### src/rtl/mux8_rr_sched_pkg.sv
// Shared constants, state encodings and helpers
// for the 8-way round-robin mux scheduler.
package mux8_rr_sched_pkg;

   localparam int N_REQ = 8;
   localparam int SEL_W = 3;

   localparam logic [1:0] ST_IDLE  = 2'b00;
   localparam logic [1:0] ST_GRANT = 2'b01;
   localparam logic [1:0] ST_GAP   = 2'b10;

   function automatic logic [N_REQ-1:0] onehot8(
      input logic [SEL_W-1:0] idx
   );
      onehot8 = N_REQ'(1) << idx;
   endfunction

endpackage

### src/rtl/mux8_rr_sched_if.sv
// Requester-side bundle: requests in, grant and
// mux control out.
interface mux8_rr_sched_if;
   import mux8_rr_sched_pkg::*;

   logic [N_REQ-1:0] REQ;
   logic [N_REQ-1:0] GNT;
   logic             S0;
   logic             S1;
   logic             S2;
   logic             E;
   logic             LAST;
   logic             BUSY;

   modport master (
      output REQ,
      input  GNT, S0, S1, S2, E, LAST, BUSY
   );

   modport slave (
      input  REQ,
      output GNT, S0, S1, S2, E, LAST, BUSY
   );

endinterface

### src/rtl/mux8_rr_sched_rr_pick8.sv
// Rotating priority encoder: first set request
// at or after ptr, wrapping modulo 8.
module rr_pick8
   import mux8_rr_sched_pkg::*;
(
   input  logic [N_REQ-1:0] req,
   input  logic [SEL_W-1:0] ptr,
   output logic             any,
   output logic [SEL_W-1:0] idx
);

   logic [2*N_REQ-1:0] dbl;
   logic [N_REQ-1:0]   rot;
   logic [SEL_W-1:0]   off;

   assign dbl = {req, req} >> ptr;
   assign rot = dbl[N_REQ-1:0];
   assign any = |req;

   // scan downward so the lowest offset wins
   always_comb begin
      off = '0;
      for (int i = N_REQ - 1; i >= 0; i--) begin
         if (rot[i]) off = SEL_W'(i);
      end
   end

   assign idx = ptr + off;

endmodule

### src/rtl/mux8_rr_sched.sv
// Round-robin scheduler for a shared 8:1 enabled
// mux with bounded bursts and a dead cycle between owners.
module mux8_rr_sched
   import mux8_rr_sched_pkg::*;
#(
   parameter int CNT_W     = 4,
   parameter int MAX_BURST = 8
) (
   input logic             C,
   input logic             R,
   mux8_rr_sched_if.slave  bus
);

   localparam logic [CNT_W-1:0] MAX_C = CNT_W'(MAX_BURST);

   logic [1:0]       state_q, state_d;
   logic [SEL_W-1:0] ptr_q, ptr_d;
   logic [CNT_W-1:0] cnt_q, cnt_d;
   logic [N_REQ-1:0] gnt_q, gnt_d;
   logic [SEL_W-1:0] sel_q, sel_d;
   logic             e_q, e_d;
   logic             last_q, last_d;
   logic             busy_q, busy_d;
   logic             pick_any;
   logic [SEL_W-1:0] pick_idx;

   rr_pick8 u_pick (
      .req (bus.REQ),
      .ptr (ptr_q),
      .any (pick_any),
      .idx (pick_idx)
   );

   always_comb begin
      state_d = state_q;
      ptr_d   = ptr_q;
      cnt_d   = cnt_q;
      gnt_d   = gnt_q;
      sel_d   = sel_q;
      e_d     = e_q;
      last_d  = last_q;
      unique case (state_q)
         ST_IDLE, ST_GAP: begin
            if (pick_any) begin
               state_d = ST_GRANT;
               gnt_d   = onehot8(pick_idx);
               sel_d   = pick_idx;
               e_d     = 1'b1;
               cnt_d   = CNT_W'(1);
               last_d  = (MAX_BURST == 1);
            end else begin
               state_d = ST_IDLE;
               gnt_d   = '0;
               e_d     = 1'b0;
               last_d  = 1'b0;
            end
         end
         ST_GRANT: begin
            // owner gone or burst exhausted: one release path
            if (!bus.REQ[sel_q] || cnt_q == MAX_C) begin
               state_d = ST_GAP;
               gnt_d   = '0;
               e_d     = 1'b0;
               last_d  = 1'b0;
               ptr_d   = sel_q + SEL_W'(1);
            end else begin
               cnt_d  = cnt_q + CNT_W'(1);
               last_d = (cnt_q + CNT_W'(1)) == MAX_C;
            end
         end
         default: begin
            state_d = ST_IDLE;
            gnt_d   = '0;
            e_d     = 1'b0;
            last_d  = 1'b0;
         end
      endcase
      busy_d = (state_d != ST_IDLE);
   end

   always_ff @(posedge C) begin
      if (R) begin
         state_q <= ST_IDLE;
         ptr_q   <= '0;
         cnt_q   <= '0;
         gnt_q   <= '0;
         sel_q   <= '0;
         e_q     <= 1'b0;
         last_q  <= 1'b0;
         busy_q  <= 1'b0;
      end else begin
         state_q <= state_d;
         ptr_q   <= ptr_d;
         cnt_q   <= cnt_d;
         gnt_q   <= gnt_d;
         sel_q   <= sel_d;
         e_q     <= e_d;
         last_q  <= last_d;
         busy_q  <= busy_d;
      end
   end

   assign bus.GNT  = gnt_q;
   assign bus.S0   = sel_q[0];
   assign bus.S1   = sel_q[1];
   assign bus.S2   = sel_q[2];
   assign bus.E    = e_q;
   assign bus.LAST = last_q;
   assign bus.BUSY = busy_q;

endmodule

### src/flat_wrapper.sv
// flat-port wrapper written by rule: the top's interface ports become plain ports
module mux8_rr_sched_flat import mux8_rr_sched_pkg::*;
#(
   parameter int CNT_W     = 4,
   parameter int MAX_BURST = 8
)
  (C, R, bus_REQ, bus_GNT, bus_S0, bus_S1, bus_S2, bus_E, bus_LAST, bus_BUSY);
  mux8_rr_sched_if bus_i ();
  input logic C;
  input logic R;
  input wire logic [$bits(bus_i.REQ)-1:0] bus_REQ;
  output wire logic [$bits(bus_i.GNT)-1:0] bus_GNT;
  output wire logic [$bits(bus_i.S0)-1:0] bus_S0;
  output wire logic [$bits(bus_i.S1)-1:0] bus_S1;
  output wire logic [$bits(bus_i.S2)-1:0] bus_S2;
  output wire logic [$bits(bus_i.E)-1:0] bus_E;
  output wire logic [$bits(bus_i.LAST)-1:0] bus_LAST;
  output wire logic [$bits(bus_i.BUSY)-1:0] bus_BUSY;
  assign bus_i.REQ = bus_REQ;
  assign bus_GNT = bus_i.GNT;
  assign bus_S0 = bus_i.S0;
  assign bus_S1 = bus_i.S1;
  assign bus_S2 = bus_i.S2;
  assign bus_E = bus_i.E;
  assign bus_LAST = bus_i.LAST;
  assign bus_BUSY = bus_i.BUSY;
  mux8_rr_sched #(.CNT_W(CNT_W), .MAX_BURST(MAX_BURST)) u_core (.C(C), .R(R), .bus(bus_i));
endmodule
### config.mk
export PLATFORM = sky130hd
export DESIGN_NAME = mux8_rr_sched_flat
export DESIGN_NICKNAME = d
export VERILOG_FILES = /design/src/rtl/mux8_rr_sched_pkg.sv /design/src/rtl/mux8_rr_sched_if.sv /design/src/rtl/mux8_rr_sched_rr_pick8.sv /design/src/rtl/mux8_rr_sched.sv /design/src/flat_wrapper.sv
export SDC_FILE = /design/constraint.sdc
export NUM_CORES = 1
export LEC_CHECK = 0
export BUFFER_PORTS_ARGS = -buffer_cell sky130_fd_sc_hd__buf_2
export CAP_MARGIN = 0
export CORE_AREA = 8 8 72 74
export DETAILED_ROUTE_END_ITERATION = 8
export DIE_AREA = 0 0 80 82
export SLEW_MARGIN = 20
export SYNTH_ARGS = -nofsm -noshare
export SYNTH_HDL_FRONTEND = slang
export SYNTH_SLANG_ARGS = --single-unit
### constraint.sdc
create_clock -name C -period 6.6 [get_ports C]
set_input_delay 0 -clock C [delete_from_list [all_inputs] [get_ports C]]
set_output_delay 0 -clock C [all_outputs]
set_load 0.01 [all_outputs]
==> results of run 1 <==
final cells by class:
| class | instances | area [µm²] | area share |
|---|---|---|---|
| clock inverter | 1 | 7.507 | 0.004323 |
| timing repair buffer | 23 | 115.1 | 0.06628 |
| multi-input combinational | 151 | 1013 | 0.5836 |
| sequential | 23 | 460.4 | 0.2651 |
| clock buffer | 3 | 41.29 | 0.02378 |
| tap | 52 | 65.06 | 0.03746 |
| inverter | 9 | 33.78 | 0.01945 |
cell families (layout without fill, tap and decap cells):
kind of cell             after synthesis  count (layout)  share of synthesized area
AND/OR/NAND/NOR                       78              78                     0.2351
AO/OA/AOI/OAI                         50              50                     0.2182
flip-flops                            23              23                     0.2963
buffers and inverters                 20              36                    0.05152
multiplexers                          15              15                     0.1216
adder cells (fa/ha/maj)                6               6                    0.05394
XOR/XNOR                               2               2                    0.02335
Yosys cell counts (2+ instances only):
| cell type | number | area [µm²] |
|---|---|---|
| mux2i_1 | 11 | 110.1 |
| or2_2 | 2 | 12.51 |
| nand3_1 | 7 | 35.03 |
| o31ai_1 | 2 | 15.01 |
| a22o_1 | 3 | 26.28 |
| mux4_2 | 3 | 67.56 |
| buf_2 | 3 | 15.01 |
| nand4_1 | 2 | 12.51 |
| inv_1 | 8 | 30.03 |
| ha_1 | 4 | 50.05 |
| nor2_1 | 29 | 108.9 |
| nor2b_1 | 3 | 18.77 |
| nand2_1 | 17 | 63.81 |
| clkbuf_1 | 6 | 22.52 |
| o21ai_0 | 7 | 35.03 |
| dfxtp_1 | 23 | 460.4 |
| a2111oi_0 | 2 | 17.52 |
| a211oi_1 | 5 | 37.54 |
| nor3_1 | 4 | 20.02 |
| and3_1 | 2 | 12.51 |
| o2111ai_1 | 2 | 17.52 |
| nand2b_1 | 5 | 31.28 |
| a211o_1 | 2 | 17.52 |
| a21o_1 | 2 | 15.01 |
| a21oi_1 | 14 | 70.07 |
critical path, delay by kind of cell, from the launching register on:
| kind | cells | cell delay (ps) |
|---|---|---|
| DFF | 1 | 880 |
| adders and majority gates | 2 | 700 |
| buffers and inverters | 1 | 50 |
| AOI/OAI and AO/OA | 4 | 790 |
| and+or+nand+nor | 2 | 310 |
| muxes | 1 | 430 |
power by group through the flow:
| stage | logic (mW) | clock network (mW) | registers, mW |
|---|---|---|---|
| after floorplan | 0.114 | 0 | 0.173 |
| after global placement | 0.147 | 0 | 0.179 |
| after detailed placement | 0.147 | 0 | 0.179 |
| after CTS | 0.148 | 0.0918 | 0.176 |
| after global routing | 0.165 | 0.0981 | 0.180 |
| final | 0.147 | 0.0871 | 0.176 |
metrics by stage:
| stage | instance area [µm²] | utilization | worst slack (ps) | cells |
|---|---|---|---|---|
| 6_report | 1737 | 0.4191 | 3338 | 262 |
| 5_1_grt | 1737 | 0.4191 | 3016 | 262 |
| 4_1_cts | 1737 | 0.4191 | 3362 | 262 |
| 3_5_place_dp | 1688 | 0.4073 | 3381 | 258 |
| 3_3_place_gp | 1688 | 0.4073 | 3398 | 258 |
| 2_1_floorplan | 1554 | - | 3755 | 194 |
final timing paths:
check | from | to | slack [ps]
max | u_core.ptr_q[1] | u_core.bus.GNT[1] | 3340
min | R | u_core.cnt_q[1] | 90
max reg2reg | u_core.ptr_q[1] | u_core.bus.GNT[1] | 3340
min reg2reg | u_core.bus.GNT[6] | u_core.bus.GNT[6] | 460
routing by layer:
| layer | vias to the layer above | share of wire | global-route usage |
|---|---|---|---|
| li1 | 730 | - | - |
| met4 | 0 | 0.017 | 0.03273 |
| met3 | 6 | 0.035 | 0.02735 |
| met1 | 667 | 0.45 | 0.1300 |
| met2 | 27 | 0.50 | 0.1997 |
| met5 | - | 0 | 0 |
state kept, by name (all words and copies together), names as in the netlist:
| register | flops |
|---|---|
| u_core.sel_q | 3 |
| u_core.bus.BUSY | 1 |
| u_core.bus.LAST | 1 |
| u_core.bus.GNT | 8 |
| u_core.ptr_q | 3 |
| u_core.cnt_q | 4 |
| u_core.state_q | 2 |
| u_core.bus.E | 1 |
==> impl_metrics.json, run 1 <==
{
  "cp_slowest_cell": "dfxtp_1",
  "fin_tns_setup_ps": 0,
  "ys_ff_latch": 23,
  "layout.nets": 226,
  "first_pass_iters": 5,
  "total_power_mw": 0.4101,
  "p_switching_mw": 0.1499,
  "cp-start-kind": "flop",
  "cts_hold_buf": 0,
  "clkPwrFrac": 0.212,
  "grt_max_degree": 25,
  "synth_nets": 209,
  "fp.coreArea_um2": 4144,
  "rows": 24,
  "wl_per_cell_um": 13.55,
  "finalSetupViolations": 0,
  "reg2reg_depth": 10,
  "cts_buffer_depth": 2,
  "synthDistinctLibCells": 51,
  "worst-setup-path-type": "reg -> reg",
  "drc": 0,
  "cts_tree": "yes",
  "p_int_mw": 0.2603,
  "drive_gt1_frac": 0.1810,
  "status": "finished, final reports clean",
  "tightest_slew_ps": 918.1,
  "rsz0062_at_grt": "no",
  "vias": 1430,
  "leakage_nw": 0.7057,
  "place.gp.congestion": 0.8695,
  "cts_root_buf": "clkbuf_8",
  "io_buffers": 23,
  "cts_made_buffers": 3,
  "synthCells": 194,
  "fmax_mhz": 306.5,
  "vias_per_cell": 5.458,
  "cts_num_sinks": 23,
  "grt_antenna_before_repair": 0,
  "powerDensity_nw_per_um2": 236.2,
  "layout.cells.most_common": "nor2_1",
  "final-hold-violation-count": 0,
  "antennaDiodeCount": 0,
  "maxCapViolations": 0,
  "timing.slew.headroom": 0.3799,
  "fp.dieW_um": 80,
  "whs_path_depth": 2,
  "hp-class": "in -> reg",
  "die_h_um": 82,
  "crit_arrival_ps": 3420,
  "critPathMaxStageDelay_ps": 880,
  "crit_path_max_fanout": 24,
  "hold-worst-slack_ps": 94.83,
  "finalMaxSlewViolations": 0,
  "drtIter0Drc": 92,
  "final_cell_mix": "nor2_1 (29), buf_2 (23), dfxtp_1 (23), nand2_1 (17), a21oi_1 (14)",
  "swShare": 0.3654,
  "wl_mm": 3.549,
  "synth_warnings": 0,
  "die-area_um2": 6560,
  "clock-skew-final_ps": 4.017,
  "grt_pass1_vias": 1308,
  "hpwl_mm": 2.701,
  "crit_path_end_kind": "flop",
  "pin_count": 24,
  "post_cts_resize_count": 0,
  "synth_edf_count": 0,
  "avgSynthCellArea_um2": 8.010,
  "layout_min_cycle_time_ps": 3262,
  "pwr-share-seq": 0.429,
  "grt_pass1_wl_mm": 6.023,
  "clock_latency_ps": 260,
  "synth-main-ff-cell": "dfxtp_1",
  "async_flop_share": 0,
  "track_usage": 0.1122,
  "start_util": 0.3750,
  "clk_pin_slew_ps": 80,
  "postRouteAntennaNets": 0,
  "required_ps": 6760,
  "syn_area_um2": 1554,
  "area_delta_synth_final_pct": 11.76,
  "fillers": 429,
  "worstPathCellList": "mux2_2 -> a2111oi_0 -> nor4_1 -> a21oi_1 -> a21o_1 -> ha_1 -> inv_1 -> fa_1 -> and3_1 -> a22o_1",
  "peakVddDrop_v": 0.0001717,
  "cts_max_level": 1,
  "combPwrFrac": 0.358,
  "gr-total-overflow": 0,
  "fin_crit_sh": 0.4943,
  "synth_seq_area_share": 0.2963,
  "cts_setup_buffers": 0
}
Power figures use the tool's default switching activity.
==> inputs of run 2 (changes only) <==
--- a/config.mk
+++ b/config.mk
@@ -5,6 +5,7 @@
 export SDC_FILE = /design/constraint.sdc
 export NUM_CORES = 1
 export LEC_CHECK = 0
+export ABC_AREA = 1
 export BUFFER_PORTS_ARGS = -buffer_cell sky130_fd_sc_hd__buf_2
 export CAP_MARGIN = 0
 export CORE_AREA = 8 8 72 74
==> constraint.sdc (replaced) <==
create_clock -name C -period 2.9 [get_ports C]
set_input_delay 0 -clock C [delete_from_list [all_inputs] [get_ports C]]
set_output_delay 0 -clock C [all_outputs]
set_load 0.01 [all_outputs]
==> run 2 against run 1 <==
  * Final cell count increased by 16%
  * Critical endpoint is now u_core.bus.GNT[0]
  * Global-route usage up 0.063 points
  * Worst hold slack lost 26 ps
==> impl_metrics.json, run 2 <==
{
  "cts_hold_buf": 0,
  "fin_crit_sh": 0.9147,
  "fin_cells": 305,
  "grt_antenna_before_repair": 0,
  "clock-skew-final_ps": 1.887,
  "fin_ws_ps": 247.4,
  "fmax_mhz": 377.0,
  "cts_tree": "yes",
  "drive_gt1_frac": 0.2846,
  "crit_top_cell": "nand2_1",
  "syn_area_um2": 1550,
  "wl_per_cell_um": 11.57,
  "yosys-top-cells-count": "nand2_1 (54), nand3_1 (27), dfxtp_1 (23)",
  "rows": 24,
  "synth_seq_area_share": 0.2970,
  "fin_util": 0.4312,
  "synth_top_family_by_area": "simple AND/OR/NAND/NOR gates",
  "stdcell_area_um2": 1787,
  "reg2reg_slack_ps": 250,
  "drc": 0,
  "layout.nets": 269,
  "grt_max_degree": 14,
  "gr-total-overflow": 0,
  "track_usage": 0.1129,
  "synthMuxAreaShare": 0,
  "first_pass_iters": 4,
  "synth_simple_gate_area_frac": 0.4302,
  "crit_path_end_kind": "flop",
  "finalMaxSlewViolations": 0,
  "yosysMostFrequentCell": "nand2_1",
  "timing.slew.headroom": 0.6434,
  "critical-path-top-delay-family": "simple AND/OR/NAND/NOR gates",
  "hp-class": "in -> reg",
  "status": "finished, final reports clean",
  "antennaDiodeCount": 0,
  "finalSetupViolations": 0,
  "layout_min_cycle_time_ps": 2653,
  "cts_max_level": 1,
  "powerDensity_nw_per_um2": 931.6,
  "synth-main-ff-cell": "dfxtp_1",
  "topRoutingLayerUsed": "met4",
  "critPathMaxStageDelay_ps": 400,
  "ys_ff_latch": 23,
  "dp_cells": 300,
  "yosys.area_share.adder": 0.04520,
  "pre_cts_ws_ps": -29.65,
  "layout.cells.most_common": "nand2_1",
  "place.gp.congestion": 0.8256,
  "cts_made_buffers": 3,
  "synth_edf_count": 0,
  "pin_count": 24,
  "cp_num_buf_inv": 4,
  "final_cell_mix": "nand2_1 (54), nand3_1 (27), buf_2 (24), dfxtp_1 (20), nor2_1 (18)",
  "cts_buffer_depth": 2,
  "synth_top_area_share": 0.2970,
  "cts_root_buf": "clkbuf_8",
  "met2WireLength_mm": 1.541,
  "async_flop_share": 0,
  "grt_pass1_vias": 1446,
  "cp-start-kind": "flop",
  "synth_warnings": 0,
  "leakage_nw": 0.8264,
  "largest_reg_flops": 8,
  "worst-setup-path-type": "reg -> reg",
  "tightest_slew_ps": 531.4,
  "vias_per_cell": 4.908,
  "grt_pass1_wl_mm": 6.203,
  "placed_area_um2": 1722,
  "wl_met1_mm": 1.767,
  "synthCells": 226,
  "io_buffers": 23,
  "area_delta_synth_final_pct": 15.25,
  "crit_path_max_fanout": 6,
  "maxCapViolations": 0,
  "vias": 1497,
  "total_power_mw": 1.665,
  "fp.coreArea_um2": 4144,
  "clock_latency_ps": 270,
  "cts_num_sinks": 23,
  "cp_slowest_cell": "fa_1",
  "final-hold-violation-count": 0,
  "worstPathCellList": "buf_2 -> nand2_1 -> nand3_2 -> nand3_1 -> nand2_1 -> inv_1 -> a21oi_1 -> o21ai_0 -> nand2_1 -> a21boi_1 -> ha_1 -> inv_1 -> fa_1 -> xor2_2 -> inv_2 -> nand3_4 -> nand2_4 -> nand2_1 -> a21oi_2",
  "synthDistinctLibCells": 29,
  "die_h_um": 82,
  "hpwl_mm": 2.794,
  "synth.area.top_cells": "dfxtp_1 (30%), nand2_1 (13%), nand3_1 (8.7%)",
  "met3_length_um": 163,
  "wl_mm": 3.530,
  "synth_nets": 241,
  "synth_top_cell_by_area": "dfxtp_1",
  "avgSynthCellArea_um2": 6.859,
  "die-area_um2": 6560,
  "crit_arrival_ps": 2810,
  "drtIter0Drc": 120,
  "start_util": 0.3741,
  "clk_pin_slew_ps": 80,
  "synth_xor_area_frac": 0.02260,
  "postRouteAntennaNets": 0,
  "peakVddDrop_v": 0.0004226,
  "fp.dieW_um": 80,
  "required_ps": 3060,
  "synth_compound_area_frac": 0.1291
}
-- run 2: cell types whose count changed after synthesis, moves of 4 or more --
cell	previous run	this run
nand2_2	0	16
mux2i_1	11	0
nand3_2	0	7
clkbuf_1	6	1
nand2_1	17	54
a211oi_1	5	0
xor2_1	0	4
nand3_1	7	27
a21oi_2	0	4
nor2_1	29	18
inv_1	8	17
nand2b_1	5	0
o21ai_0	7	14
-- run 2: path summary, 6_finish.rpt --
| check | from | endpoint | depth (start not counted) |
|---|---|---|---|
| max | u_core.ptr_q[0] | u_core.bus.GNT[0] | 19 |
| min | R | u_core.bus.GNT[1] | 2 |
| max reg2reg | u_core.ptr_q[0] | u_core.bus.GNT[0] | 19 |
| min reg2reg | u_core.bus.GNT[6] | u_core.bus.GNT[6] | 2 |
-- run 2: cell families (layout without fill, tap and decap cells) --
logic type,count (synthesis),after routing
simple gates,133,133
compound gates,36,36
buf+inv,25,52
flops,23,23
fa+ha+maj,5,5
xor+xnor,4,4
-- run 2: where the power goes --
| group | total, mW | switching [mW] | internal [mW] | leakage, nW |
|---|---|---|---|---|
| clock network | 0.200 | 0.104 | 0.0960 | 0.0255 |
| registers | 0.484 | 0.0832 | 0.401 | 0.190 |
| logic | 0.980 | 0.622 | 0.359 | 0.611 |
-- run 2: per-stage QoR --
step                      setup TNS, ps  hold slack, ps
after global routing             -20.85           82.18
after CTS                             0           66.48
after global placement                0           347.8
after floorplan                       0           69.07
final                                 0           68.98
after detailed placement         -112.5           346.3
-- run 2: what timing repair did --
| action | in CTS | in global routing |
|---|---|---|
| gates cloned | 0 | 0 |
| gates resized for setup | 1 | 7 |
| endpoints found under the setup margin | 8 | 9 |
| setup buffers | 0 | 1 |
-- run 2: layout make-up --
type / instances / area [µm²]
Fill cell: 449 / 2357
Multi-Input combinational cell: 178 / 979.7
Sequential cell: 23 / 466.7
Timing Repair Buffer: 27 / 142.6
Inverter: 21 / 86.33
Tap cell: 52 / 65.06
Clock buffer: 3 / 41.29
Clock inverter: 1 / 5.005
-- run 2: worst reg2reg max path, stage by stage, from the launching register on --
cell and delay (ps):
dfxtp_4 380, buf_2 170, nand2_1 100, nand3_2 90
nand3_1 90, nand2_1 80, inv_1 60, a21oi_1 50
o21ai_0 140, nand2_1 60, a21boi_1 130, ha_1 150
inv_1 40, fa_1 400, xor2_2 230, inv_2 70
nand3_4 110, nand2_4 80, nand2_1 70, a21oi_2 50
-- run 2: routing by layer --
| metal | GRT usage | up-vias |
|---|---|---|
| met3 | 0.01751 | 7 |
| met5 | 0 | - |
| met1 | 0.1481 | 667 |
| li1 | - | 792 |
| met4 | 0.04182 | 0 |
| met2 | 0.1819 | 31 |
